--- config.mk ---
export PLATFORM = sky130hd
export DESIGN_NAME = mem_loader
export DESIGN_NICKNAME = d
export VERILOG_FILES = /design/src/rtl/definitions.sv /design/src/rtl/mem_loader_read_valid_pipe.sv /design/src/rtl/mem_loader.sv
export SDC_FILE = /design/constraint.sdc
export NUM_CORES = 1
export LEC_CHECK = 0
export CAP_MARGIN = 10
export CORE_MARGIN = 10
export CORE_UTILIZATION = 40
export CTS_BUF_LIST = sky130_fd_sc_hd__clkbuf_8
export CTS_CLUSTER_DIAMETER = 60
export DETAILED_ROUTE_END_ITERATION = 6
export PLACE_DENSITY = 0.66
export SYNTH_ARGS = -nofsm -noshare
export SYNTH_HDL_FRONTEND = slang
export SYNTH_SLANG_ARGS = --single-unit
--- constraint.sdc ---
create_clock -name clk -period 2.1 [get_ports clk]
set_input_delay 0.21 -clock clk [delete_from_list [all_inputs] [get_ports clk]]
set_output_delay 0.21 -clock clk [all_outputs]
set_load 0.01 [all_outputs]
--- src/rtl/definitions.sv ---
// Shared BeeF memory-path types: operation codes, source/address selectors
// and the loader state encoding.
package definitions;

    typedef logic [7:0] BYTE;

    typedef enum logic [1:0] {
        MEM_NOP   = 2'd0,
        MEM_WRITE = 2'd1,
        MEM_READ  = 2'd2
    } MEM_OP;

    typedef enum logic [1:0] {
        MEM_FROM_CU     = 2'd0,
        MEM_FROM_ALU    = 2'd1,
        MEM_FROM_LOADER = 2'd2
    } MEM_SRC;

    typedef enum logic [1:0] {
        ADDR_FROM_PC     = 2'd0,
        ADDR_FROM_CU     = 2'd1,
        ADDR_FROM_LOADER = 2'd2
    } MEM_ADDR;

    typedef enum logic [2:0] {
        S_IDLE   = 3'd0,
        S_REQ    = 3'd1,
        S_WRITE  = 3'd2,
        S_VERIFY = 3'd3,
        S_DRAIN  = 3'd4,
        S_FINISH = 3'd5
    } loader_state_t;

endpackage

--- src/rtl/mem_loader_read_valid_pipe.sv ---
// Tracks outstanding read-back requests: one bit per cycle of memory read
// latency, with the oldest request appearing on valid_out.
module read_valid_pipe #(
    parameter int unsigned READ_LATENCY = 1
) (
    input  logic clk,
    input  logic reset,
    input  logic push,
    output logic valid_out,
    output logic empty
);

    logic [READ_LATENCY-1:0] pipe_q;
    logic [READ_LATENCY-1:0] pipe_d;

    // Shift new requests in at stage 0, oldest request exits at the top stage.
    always_comb begin
        pipe_d    = '0;
        pipe_d[0] = push;
        for (int unsigned i = 1; i < READ_LATENCY; i++) begin
            pipe_d[i] = pipe_q[i-1];
        end
    end

    // Pipe state, cleared asynchronously so in-flight reads are forgotten.
    always_ff @(posedge clk or negedge reset) begin
        if (!reset) begin
            pipe_q <= '0;
        end else begin
            pipe_q <= pipe_d;
        end
    end

    assign valid_out = pipe_q[READ_LATENCY-1];
    assign empty     = (pipe_q == '0);

endmodule

--- src/rtl/mem_loader.sv ---
// Streams bytes into consecutive memory addresses while the arbiter grants
// the port, then optionally reads the region back and compares checksums.
module mem_loader
    import definitions::*;
#(
    parameter int unsigned ADDR_W       = 8,
    parameter int unsigned READ_LATENCY = 1
) (
    input  logic              clk,
    input  logic              reset,
    input  logic              start,
    input  logic [ADDR_W-1:0] base,
    input  logic [ADDR_W:0]   len,
    input  logic              verify_en,
    input  logic              in_valid,
    input  logic [7:0]        in_data,
    output logic              in_ready,
    output logic              bus_req,
    input  logic              bus_gnt,
    output MEM_OP             mem_op,
    output MEM_SRC            mem_src,
    output MEM_ADDR           mem_addr,
    output logic [ADDR_W-1:0] loader_addr,
    output logic [7:0]        loader_out,
    input  logic [7:0]        mem_out,
    output logic              busy,
    output logic              done,
    output logic              error,
    output logic [7:0]        checksum
);

    loader_state_t     state_q,   state_d;
    logic [ADDR_W-1:0] base_q,    base_d;
    logic [ADDR_W:0]   len_q,     len_d;
    logic [ADDR_W:0]   count_q,   count_d;
    logic              verify_q,  verify_d;
    MEM_OP             mem_op_q,  mem_op_d;
    logic [ADDR_W-1:0] addr_q,    addr_d;
    logic [7:0]        out_q,     out_d;
    logic [7:0]        csum_q,    csum_d;
    logic [7:0]        rsum_q,    rsum_d;
    logic              error_q,   error_d;
    logic              done_q,    done_d;
    logic              busy_q,    busy_d;
    logic              bus_req_q, bus_req_d;

    logic pipe_push;
    logic pipe_out;
    logic pipe_empty;

    read_valid_pipe #(
        .READ_LATENCY(READ_LATENCY)
    ) u_read_valid_pipe (
        .clk      (clk),
        .reset    (reset),
        .push     (pipe_push),
        .valid_out(pipe_out),
        .empty    (pipe_empty)
    );

    assign in_ready = (state_q == S_WRITE) && bus_gnt && (count_q < len_q);

    // Next-state and datapath updates for the loader sequence.
    always_comb begin
        state_d   = state_q;
        base_d    = base_q;
        len_d     = len_q;
        count_d   = count_q;
        verify_d  = verify_q;
        mem_op_d  = MEM_NOP;
        addr_d    = addr_q;
        out_d     = out_q;
        csum_d    = csum_q;
        rsum_d    = rsum_q;
        error_d   = error_q;
        pipe_push = 1'b0;

        // Read-back data arrives independently of the issuing state.
        if (pipe_out) begin
            rsum_d = rsum_q + mem_out;
        end

        case (state_q)
            S_IDLE: begin
                if (start) begin
                    base_d   = base;
                    len_d    = len;
                    verify_d = verify_en;
                    count_d  = '0;
                    csum_d   = '0;
                    rsum_d   = '0;
                    error_d  = 1'b0;
                    state_d  = (len == '0) ? S_FINISH : S_REQ;
                end
            end
            S_REQ: begin
                if (bus_gnt) begin
                    state_d = S_WRITE;
                end
            end
            S_WRITE: begin
                if (count_q == len_q) begin
                    if (verify_q) begin
                        count_d = '0;
                        state_d = S_VERIFY;
                    end else begin
                        state_d = S_FINISH;
                    end
                end else if (in_valid && in_ready) begin
                    mem_op_d = MEM_WRITE;
                    out_d    = in_data;
                    addr_d   = base_q + count_q[ADDR_W-1:0];
                    csum_d   = csum_q + in_data;
                    count_d  = count_q + (ADDR_W+1)'(1);
                end
            end
            S_VERIFY: begin
                if (count_q == len_q) begin
                    state_d = S_DRAIN;
                end else if (bus_gnt) begin
                    mem_op_d  = MEM_READ;
                    addr_d    = base_q + count_q[ADDR_W-1:0];
                    count_d   = count_q + (ADDR_W+1)'(1);
                    pipe_push = 1'b1;
                end
            end
            S_DRAIN: begin
                if (pipe_empty) begin
                    state_d = S_FINISH;
                end
            end
            S_FINISH: begin
                error_d = verify_q && (rsum_q != csum_q);
                state_d = S_IDLE;
            end
            default: begin
                state_d = S_IDLE;
            end
        endcase

        // Status outputs are registered from the upcoming state.
        done_d    = (state_d == S_FINISH);
        busy_d    = (state_d != S_IDLE);
        bus_req_d = (state_d == S_REQ) || (state_d == S_WRITE) ||
                    (state_d == S_VERIFY) || (state_d == S_DRAIN);
    end

    // Loader state registers with asynchronous active-low reset.
    always_ff @(posedge clk or negedge reset) begin
        if (!reset) begin
            state_q   <= S_IDLE;
            base_q    <= '0;
            len_q     <= '0;
            count_q   <= '0;
            verify_q  <= 1'b0;
            mem_op_q  <= MEM_NOP;
            addr_q    <= '0;
            out_q     <= '0;
            csum_q    <= '0;
            rsum_q    <= '0;
            error_q   <= 1'b0;
            done_q    <= 1'b0;
            busy_q    <= 1'b0;
            bus_req_q <= 1'b0;
        end else begin
            state_q   <= state_d;
            base_q    <= base_d;
            len_q     <= len_d;
            count_q   <= count_d;
            verify_q  <= verify_d;
            mem_op_q  <= mem_op_d;
            addr_q    <= addr_d;
            out_q     <= out_d;
            csum_q    <= csum_d;
            rsum_q    <= rsum_d;
            error_q   <= error_d;
            done_q    <= done_d;
            busy_q    <= busy_d;
            bus_req_q <= bus_req_d;
        end
    end

    assign mem_op      = mem_op_q;
    assign mem_src     = MEM_FROM_LOADER;
    assign mem_addr    = ADDR_FROM_LOADER;
    assign loader_addr = addr_q;
    assign loader_out  = out_q;
    assign busy        = busy_q;
    assign done        = done_q;
    assign error       = error_q;
    assign checksum    = csum_q;
    assign bus_req     = bus_req_q;

endmodule

==> impl_summary.md <==
Floorplanning
The die is 120.5 um wide. After floorplanning, the core was divided into 36 placement rows. The total die area is 14510 um2. The height of the die is 120.5 um. For this configuration, the core starts out at a cell density of 41.11%.

The area of the core region is 9819 um2. For this design the top-level I/O count stands at 74.

Power and ir drop
The clock network is responsible for 13.7% of the overall power. For this design the ratio of total power to cell area is 1402 nW/um2. Combinational logic is responsible for 58.1% of the overall power. VDD sags by at most 0.6666 mV. The sequential cell fraction of total power is 28.2%.

Internal power comes to 4908 uW. Net switching is 39.15% of the power. The power dissipated by switching net loads is 3157 uW. The leakage component of the power is 0.002539 uW. Summing internal, switching and leakage power gives 8065 uW.

Global routing
The met1 demand-to-capacity share in global routing is 16.87%. In the global route stage, met3 resource usage came out at 3.909%. Summed over all layers, the global routing overflow is 0. The number of antenna violations at the first check in global routing is 0. The pin count of the biggest net entering global routing is 70. The via count of the first global-routing pass is 3566.

The total global-route track usage is 14.18%. The layer flagged by global routing as most heavily used is met2. In the global route stage, met2 resource usage came out at 24.90%. The first global-routing pass estimated 17.19 mm of wire.

Clock network
The total CTS buffers is 9. The clock drives 69 sinks. The H-tree was split into 3 levels. The tree is rooted in a sky130_fd_sc_hd__clkbuf_8.

The TritonCTS clock tree is done. The clock transition at the register clock pins on the worst setup and hold paths after CTS is 0.09 ns. The insertion delay to the later sink of the worst-skew pair is 0.35 ns. Counting along the longest clock path gives a buffer depth of 2.

Final layout
The number of antenna diodes is 0. In the final layout, the share of cells above drive strength 1 is 27.03%. In the final design database the tool counted 597 nets. The finished layout holds 662 standard cells, fillers aside. From synthesis to final layout, the design area changed by 42.50%. The library cell used most frequently in the layout, excluding fill and tap cells, is sky130_fd_sc_hd__dfrtp_1. The design area is 5752 um2.

In the layout the commonest cells are 69 x sky130_fd_sc_hd__dfrtp_1, 67 x sky130_fd_sc_hd__clkdlybuf4s50_1, 47 x sky130_fd_sc_hd__buf_4.

Synth
The area of the mapped netlist is 4036 um2. In the synthesized netlist the async set-or-reset flop fraction comes to 100.0%. The portion of the post-synthesis area used by sequential elements is 42.78%. Yosys mapped the design onto 54 distinct sky130hd cell types. Synthesis handed over a netlist of 402 instances.

The number of synthesized flops with an enable pin is 0. After synthesis, the mean cell area works out to 10.04 um2. Counting flops and latches in the post-synthesis netlist gives 69. The Yosys step of the flow raised 0 warnings. Among all flip-flop cells after synthesis, the most frequent one is sky130_fd_sc_hd__dfrtp_1.

Timing
The post-route clock period utilization is 105.0%. Setup repair after global routing could not meet its margin everywhere. Setup violations remaining at the end of the flow were counted as 13. The smallest clock period supported by the final layout is computed as 2.206 ns.

The setup skew after layout is 0.01681 ns. In the post-route analysis, the smallest setup slack over all paths is -0.1058 ns. The number of pins exceeding their max-slew limit in the final report is 0.

The highest clock rate is 453.4 MHz. The final-report hold violation count is 0.

Drt
The count of TritonRoute iterations in the first routing pass is 7. The detailed router placed 3356 vias in this run. In this run the remaining antenna-violating nets after routing total 0. The final layout contains routed wiring with a total length of 10.39 mm. The final routed DRC violation total is 0. The detail-routed via count per cell is 5.069. The iteration-0 DRC count of the detailed router is 103. Dividing the detail-routed wire length by the instance count gives 15.70 um.

Worst setup path
The launch point of the critical path is count_q[6]$_DFFE_PN0P_. Data on the critical path is required at its endpoint by 2.34 ns. The worst setup path is captured at a register.

The number of cell instances on the worst register-to-register path is 8. The endpoint of the most critical setup path is loader_out[6]$_DFFE_PN0P_. The critical path's most frequent cell is sky130_fd_sc_hd__a211oi_4.

On the worst path, the slowest cell contributes a delay of 0.42 ns. For flop-to-flop paths, the worst setup slack is -0.11 ns. The slowest stage of the critical path belongs to the cell sky130_fd_sc_hd__dfrtp_1. The source of the worst register-to-register timing path is count_q[6]$_DFFE_PN0P_. The data arrival at the endpoint of the critical path is 2.44 ns. The highest fanout seen on the critical path is 16. The type of the worst setup path is reg -> reg. The end of the worst register-to-register path is loader_out[6]$_DFFE_PN0P_. STA classifies the critical path startpoint as a register. Traced cell by cell, the critical path runs through ha_4 -> a211oi_4 -> o2111ai_2 -> a211oi_4 -> buf_4 -> nand3_4 -> buf_12 -> mux2_4.

Status
The flow ran to the end, but the final reports show violations. The final reports fail on negative setup slack.

Placement
At the end of routability-driven placement, the weighted congestion stood at 0.8930. The number of buffers added on ports is 69. After detailed placement, the design holds a cell count of 636. The wire-length estimate of the detail-placed layout is 7.708 mm. The total placed instance area is 5213 um2.

Flow run
Max-cap violations in this run came to 0.

Min path
The min-delay analysis places its worst path in the category in -> async.
final cells by class:
type,count,area (um2)
fill,874,4068
multi-input combinational,296,2391
sequential,69,1727
timing repair buffer,125,1181
tap,133,166.4
clock buffer,9,123.9
inverter,23,88.84
clock inverter,7,73.82
what timing repair did:
item / 4_1_cts / 5_1_grt
resized for setup: 29 / 52
cloned: 0 / 1
pin swaps: 14 / 19
endpoints found under the setup margin: 35 / 40
buffers inserted: 4 / 4
hold buffers: 1 / 0
endpoints found under the hold margin: 69 / 0
Yosys cell counts, types with 4 or more instances:
master	count	area (um2)
sky130_fd_sc_hd__a21oi_1	16	80.08
sky130_fd_sc_hd__and3_1	4	25.02
sky130_fd_sc_hd__buf_2	6	30.03
sky130_fd_sc_hd__buf_4	4	30.03
sky130_fd_sc_hd__clkbuf_1	4	15.01
sky130_fd_sc_hd__dfrtp_1	69	1727
sky130_fd_sc_hd__ha_1	31	387.9
sky130_fd_sc_hd__inv_1	23	86.33
sky130_fd_sc_hd__mux2_2	13	146.4
sky130_fd_sc_hd__mux2_4	5	75.07
sky130_fd_sc_hd__mux2i_1	5	50.05
sky130_fd_sc_hd__nand2_1	35	131.4
sky130_fd_sc_hd__nand2b_1	8	50.05
sky130_fd_sc_hd__nand3_1	7	35.03
sky130_fd_sc_hd__nand4_1	4	25.02
sky130_fd_sc_hd__nor2_1	30	112.6
sky130_fd_sc_hd__nor2b_1	4	25.02
sky130_fd_sc_hd__nor3_1	7	35.03
sky130_fd_sc_hd__o2111ai_1	4	35.03
sky130_fd_sc_hd__o21a_1	4	30.03
sky130_fd_sc_hd__o21ai_0	45	225.2
sky130_fd_sc_hd__o31ai_1	4	30.03
sky130_fd_sc_hd__xnor2_1	18	157.7
sky130_fd_sc_hd__xor2_1	6	52.55
metal layers:
| layer | vias to the layer above | part of all wire (%) |
|---|---|---|
| met5 | - | 0 |
| met4 | 0 | 1.1 |
| met3 | 10 | 4.5 |
| met2 | 65 | 50 |
| met1 | 1631 | 44 |
| li1 | 1650 | - |
flip-flops by register name, indices dropped and copies added, names as in the netlist, 2 cells and up:
register     cells
count_q          9
len_q            9
base_q           8
checksum         8
loader_addr      8
loader_out       8
rsum_q           8
state_q          3
mem_op           2
through the flow:
step / worst slack (ns) / utilization (%) / TNS [ns] / hold WS, ns
final: -0.1058 / 58.58 / -0.9961 / 0.4152
after global routing: -0.1686 / 58.58 / -2.807 / 0.4527
after CTS: -0.07732 / 56.36 / -1.166 / 0.4250
after detailed placement: -0.2309 / 53.08 / -3.675 / 0.2697
after global placement: -0.1500 / 53.08 / -2.158 / 0.2616
after floorplan: -0.03947 / - / -0.2099 / -0.08559
how the worst min path moves through the flow:
stage | to | slack, ns | cells past startpoint
2_1_floorplan | base_q[0]$_DFFE_PN0P_ | -0.09 | 0
3_3_place_gp | loader_out[2]$_DFFE_PN0P_ | 0.26 | 2
3_5_place_dp | loader_out[2]$_DFFE_PN0P_ | 0.27 | 2
4_1_cts | loader_out[2]$_DFFE_PN0P_ | 0.43 | 3
5_1_grt | loader_out[2]$_DFFE_PN0P_ | 0.45 | 3
6_report | loader_out[2]$_DFFE_PN0P_ | 0.42 | 3
critical path: cells and delay by family (launching register included):
family	cells	cell delay (ns)
adder cells (fa/ha/maj)	1	0.24
buffers and inverters	2	0.33
AO/OA/AOI/OAI	3	0.72
AND/OR/NAND/NOR	1	0.06
multiplexers	1	0.30
flip-flops	1	0.42
power groups by stage:
| stage | clock network [uW] | registers, uW | logic (uW) |
|---|---|---|---|
| 3_3_place_gp | 0 | 2220 | 3770 |
| 6_report | 1100 | 2270 | 4690 |
| 4_1_cts | 1120 | 2260 | 4270 |
| 5_1_grt | 1190 | 2360 | 5200 |
| 2_1_floorplan | 0 | 2340 | 2320 |
| 3_5_place_dp | 0 | 2230 | 3900 |
cells by family after synthesis:
logic type / synth area share (%)
buffers and inverters: 4.557
xor gates and xnor gates: 5.208
muxes: 6.727
DFF: 42.78
adders and majority gates: 11.10
and+or+nand+nor: 14.35
other: 0.1861
AOI/OAI and AO/OA: 15.10
(Power assumes the default switching activity.)
